$ cat src/rtl/key_evt_pkg.sv
// Shared types and default parameter values for the key event decoder.
package key_evt_pkg;

  typedef enum logic [1:0] {
    IDLE    = 2'd0,
    PRESSED = 2'd1,
    HELD    = 2'd2
  } state_t;

  localparam int HOLD_CYCLES_DEF   = 8;
  localparam int REPEAT_CYCLES_DEF = 4;
  localparam int CNT_W_DEF         = 16;

endpackage

$ cat src/rtl/evt_pulse.sv
// Registered single-cycle event pulse: the pulse appears the cycle after fire is sampled.
module evt_pulse (
  input  logic clk,
  input  logic rst,
  input  logic fire,
  output logic pulse
);

  always_ff @(posedge clk or posedge rst) begin
    if (rst) pulse <= 1'b0;
    else     pulse <= fire;
  end

endmodule

$ cat src/rtl/key_evt.sv
// Key event decoder: press / release / long-press / autorepeat pulses plus a held level.
// Autorepeat is built only when KEY_EVT_AUTOREPEAT_EN is defined; `release` is a reserved word, so that pulse is port rel.
module key_evt
  import key_evt_pkg::*;
#(
  parameter int HOLD_CYCLES   = HOLD_CYCLES_DEF,
  parameter int REPEAT_CYCLES = REPEAT_CYCLES_DEF,
  parameter int CNT_W         = CNT_W_DEF
) (
  input  logic clk,
  input  logic rst,
  input  logic in,
  output logic press,
  output logic rel,
  output logic long,
  output logic rep,
  output logic held
);

  localparam longint CNT_MAX = (longint'(1) << CNT_W) - 1;

  if (CNT_W < 2 || CNT_W > 31) begin : g_bad_cnt_w
    $error("key_evt: CNT_W out of range");
  end
  if (HOLD_CYCLES < 2 || longint'(HOLD_CYCLES) > CNT_MAX) begin : g_bad_hold
    $error("key_evt: HOLD_CYCLES out of range");
  end
  if (REPEAT_CYCLES < 2 || longint'(REPEAT_CYCLES) > CNT_MAX) begin : g_bad_repeat
    $error("key_evt: REPEAT_CYCLES out of range");
  end

  localparam logic [CNT_W-1:0] HOLD_LAST = CNT_W'(HOLD_CYCLES - 1);

  state_t           state, state_nxt;
  logic [CNT_W-1:0] cnt, cnt_nxt;
  logic             press_fire, rel_fire, long_fire, rep_fire;

  always_comb begin
    state_nxt  = state;
    cnt_nxt    = cnt;
    press_fire = 1'b0;
    rel_fire   = 1'b0;
    long_fire  = 1'b0;
    rep_fire   = 1'b0;
    case (state)
      IDLE: begin
        if (in) begin
          state_nxt  = PRESSED;
          cnt_nxt    = '0;
          press_fire = 1'b1;
        end
      end
      PRESSED: begin
        if (!in) begin
          state_nxt = IDLE;
          cnt_nxt   = '0;
          rel_fire  = 1'b1;
        end else if (cnt == HOLD_LAST) begin
          state_nxt = HELD;
          cnt_nxt   = '0;
          long_fire = 1'b1;
        end else begin
          cnt_nxt = cnt + 1'b1;
        end
      end
      HELD: begin
        // Release wins over a repeat falling due on the same edge.
        if (!in) begin
          state_nxt = IDLE;
          cnt_nxt   = '0;
          rel_fire  = 1'b1;
        end else begin
`ifdef KEY_EVT_AUTOREPEAT_EN
          if (cnt == CNT_W'(REPEAT_CYCLES - 1)) begin
            cnt_nxt  = '0;
            rep_fire = 1'b1;
          end else begin
            cnt_nxt = cnt + 1'b1;
          end
`else
          cnt_nxt = cnt;
`endif
        end
      end
      default: begin
        state_nxt = IDLE;
        cnt_nxt   = '0;
      end
    endcase
  end

  always_ff @(posedge clk or posedge rst) begin
    if (rst) begin
      state <= IDLE;
      cnt   <= '0;
      held  <= 1'b0;
    end else begin
      state <= state_nxt;
      cnt   <= cnt_nxt;
      held  <= (state_nxt != IDLE);
    end
  end

  evt_pulse u_press (.clk(clk), .rst(rst), .fire(press_fire), .pulse(press));
  evt_pulse u_rel   (.clk(clk), .rst(rst), .fire(rel_fire),   .pulse(rel));
  evt_pulse u_long  (.clk(clk), .rst(rst), .fire(long_fire),  .pulse(long));

`ifdef KEY_EVT_AUTOREPEAT_EN
  evt_pulse u_rep   (.clk(clk), .rst(rst), .fire(rep_fire),   .pulse(rep));
`else
  assign rep = 1'b0;
  logic unused_rep_fire;
  assign unused_rep_fire = rep_fire;
`endif

endmodule

$ cat config.mk
export PLATFORM = sky130hd
export DESIGN_NAME = key_evt
export DESIGN_NICKNAME = d
export VERILOG_FILES = /design/src/rtl/key_evt_pkg.sv /design/src/rtl/evt_pulse.sv /design/src/rtl/key_evt.sv
export SDC_FILE = /design/constraint.sdc
export NUM_CORES = 1
export LEC_CHECK = 0
export BUFFER_PORTS_ARGS = -buffer_cell sky130_fd_sc_hd__buf_2
export CAP_MARGIN = 15
export CORE_ASPECT_RATIO = 0.8
export CORE_MARGIN = 1
export CORE_UTILIZATION = 35
export CTS_CLUSTER_DIAMETER = 40
export DETAILED_ROUTE_END_ITERATION = 10
export SLEW_MARGIN = 15
export SYNTH_ARGS = -nofsm -noshare
export SYNTH_HDL_FRONTEND = slang
export SYNTH_SLANG_ARGS = --single-unit
$ cat constraint.sdc
create_clock -name clk -period 1.7 [get_ports clk]
set_input_delay 0.51 -clock clk [delete_from_list [all_inputs] [get_ports clk]]
set_output_delay 0.51 -clock clk [all_outputs]
set_load 0.005 [all_outputs]
==> impl_metrics.json <==
{
  "outcome": "complete, but fails checks",
  "violations": "setup timing",
  "dp_cells": 208,
  "diodes": 0,
  "synthSimpleGateAreaFrac_pct": 25.94,
  "grt_max_degree": 23,
  "power_density_nw_per_um2": 930.0,
  "grt_overflow": 0,
  "drtAntennaViolNets": 0,
  "io_pins": 8,
  "synth_top_family_by_area": "simple AND/OR/NAND/NOR gates",
  "syn_inst": 141,
  "drcViolationCount": 0,
  "synth-async-reset-ratio_pct": 100.0,
  "cts_tree": "built",
  "layout-drive-gt1-share_pct": 41.99,
  "max-cap-violations": 0,
  "ctsRootBufferMaster": "clkbuf_8",
  "first_iter_violations": 166,
  "muxShareOfSynthArea_pct": 1.639,
  "setup_viol": 4,
  "dp_worst_setup_slack_ns": -0.1090,
  "multiInputGateArea_sq_um": 798.3,
  "timing.final.ws_setup_ns": -0.03263,
  "viasPerCell": 6.036,
  "yosysWarnings": 0,
  "cts.clk_slew.worst_paths_ns": 0.08,
  "fmax_mhz": 577.2,
  "slew_viol_final": 0,
  "die_w_um": 70.07,
  "yosys.area_share.adder_pct": 4.822,
  "crit_type": "flop to flop",
  "clock_path_buffers": 2,
  "leakagePower_nw": 0.7601,
  "synth.most_common_cell": "dfrtp_1",
  "syn_area_sq_um": 1297,
  "startpoint": "cnt[10]$_DFFE_PP0P_",
  "hold_violations": 0,
  "hp-class": "input port to asynchronous set/reset pin",
  "period_minus_slack_ns": 1.733,
  "track_usage_pct": 18.60,
  "r2r_slack_ns": -0.03,
  "clk_latency_ns": 0.26,
  "drt_wl_total_um": 3784,
  "synth_compound_area_share_pct": 16.97,
  "syn2layout_area_growth_pct": 38.96,
  "cp-endpoint": "cnt[14]$_DFFE_PP0P_",
  "cts.sinks": 22,
  "synth.net_count": 149,
  "ctsHoldBuffers": 0,
  "post-route-period-util_pct": 101.9,
  "synthXorXnorAreaFrac_pct": 1.350,
  "timing.rr.end": "cnt[14]$_DFFE_PP0P_",
  "seqCellArea_sq_um": 555.5,
  "synth-main-ff-cell": "dfrtp_1",
  "r2r-start": "cnt[10]$_DFFE_PP0P_",
  "core.rowCount": 19,
  "grt_setup_unrepaired": "true",
  "initial_utilization_pct": 37.13,
  "r2r.worst_path.cells": 5,
  "grt_pass1_vias": 1207,
  "cts-buffers-inserted": 3,
  "cp.arrival_ns": 1.87,
  "drtPass1Iterations": 4,
  "dp_hpwl_um": 2348,
  "synth.top_cell.area_share_pct": 42.43,
  "core_sq_um": 3495,
  "grt_pass1_wl_um": 5747,
  "synth-edff-count": 0,
  "vias": 1346,
  "yosys.area.top_type": "dfrtp_1",
  "path_max_fanout": 5,
  "avgSynthCellArea_sq_um": 9.202,
  "die_h_um": 56.46,
  "synth_commonest_cells": "dfrtp_1, a31oi_1, nand2_1",
  "drt-wirelength-per-cell_um": 16.97,
  "cp_data_required_time_ns": 1.84,
  "final_cells": 223,
  "port_buffers": 6,
  "synth.area.top_cells": "dfrtp_1, a31oi_1, ha_1",
  "nets": 190,
  "endpoint_kind": "flop",
  "antenna_found_initial": 0,
  "finClkSkew_ns": 0.004691,
  "die_area_sq_um": 3956,
  "routabilityCongestion": 0.9665,
  "start_kind": "flop",
  "synth-seq-area-share_pct": 42.43,
  "synth-seq-cells": 22,
  "peakVddDrop_mv": 0.7971,
  "fill_cells": 317,
  "yosys.cell_types.count": 39,
  "whs_ns": 0.2652,
  "htree_levels": 1
}
## cell families after synthesis
group | after synthesis
AND/OR/NAND/NOR | 59
AO/OA/AOI/OAI | 35
flip-flops | 22
buffers and inverters | 15
adder cells (fa/ha/maj) | 5
XOR/XNOR | 2
multiplexers | 2
other | 1
## power breakdown
part           total (mW)  switching, mW  internal [mW]
clock network       0.383          0.177          0.207
registers           0.630         0.0482          0.582
logic               0.663          0.326          0.338
total                1.68          0.551           1.13
## metal layers
layer	vias to the layer above	wire length [um]	global-route usage, %
met3	16	283	4.129
met1	648	1584	25.31
met5	-	0	0
met4	0	98	9.429
li1	612	-	-
met2	70	1817	27.75
## worst max-delay path, stage by stage, from the launching register on
cell and delay, ns:
dfrtp_1 0.44, buf_4 0.18, nor4b_2 0.42, and4_2 0.36, or3_1 0.13, a31oi_1 0.09
## cells in the final DEF, fill, tap and decap left out, types with 3 or more instances in the layout
| cell type | netlist | layout |
|---|---|---|
| clkbuf_8 | 0 | 4 |
| buf_6 | 1 | 4 |
| nor4_1 | 7 | 4 |
| nand2_1 | 12 | 11 |
| a21oi_1 | 3 | 3 |
| nand3_1 | 5 | 4 |
| dfrtp_2 | 0 | 4 |
| inv_1 | 7 | 6 |
| o21ai_0 | 9 | 7 |
| buf_4 | 3 | 32 |
| or3_1 | 7 | 7 |
| nor2_1 | 5 | 5 |
| and2_1 | 3 | 3 |
| buf_2 | 0 | 6 |
| nor3_1 | 6 | 4 |
| a31oi_1 | 16 | 15 |
| nor4_2 | 0 | 3 |
| dfrtp_1 | 22 | 18 |
## final cells by class
class	count	area share (%)
well taps	42	2.915
flip-flops and latches	22	30.81
multi-input cells	106	44.27
inverters	7	1.457
clock buffers	4	3.053
repair buffers	42	17.49
## sequential cells by signal, indices dropped and copies added (netlist names)
signal and flops:
cnt 16, state 2, held 1, u_long.pulse 1
u_press.pulse 1, u_rel.pulse 1
## worst min path at each step
stage                                      to  slack, ns
after floorplan           cnt[15]$_DFFE_PP0P_       0.48
after global placement     cnt[8]$_DFFE_PP0P_       0.52
after detailed placement   cnt[8]$_DFFE_PP0P_       0.52
after CTS                  cnt[9]$_DFFE_PP0P_       0.28
after global routing       cnt[9]$_DFFE_PP0P_       0.29
final                      cnt[9]$_DFFE_PP0P_       0.27
## what timing repair did
action / in CTS / in global routing
cloned: 0 / 2
pin swaps: 0 / 6
resized for setup: 9 / 28
setup endpoints to repair: 13 / 18
setup buffers: 0 / 9
## stage by stage
stage | cell area (sq um) | util [%] | power [mW] | TNS [ns]
after global routing | 1803 | 51.59 | 1.773 | -0.8177
after CTS | 1605 | 45.94 | 1.517 | -0.01870
after detailed placement | 1526 | 43.68 | 1.109 | -0.5685
after floorplan | 1300 | - | 0.9115 | 0
final | 1803 | 51.59 | 1.677 | -0.08898
after global placement | 1526 | 43.68 | 1.092 | -0.1894
Power figures use the tool's default switching activity.
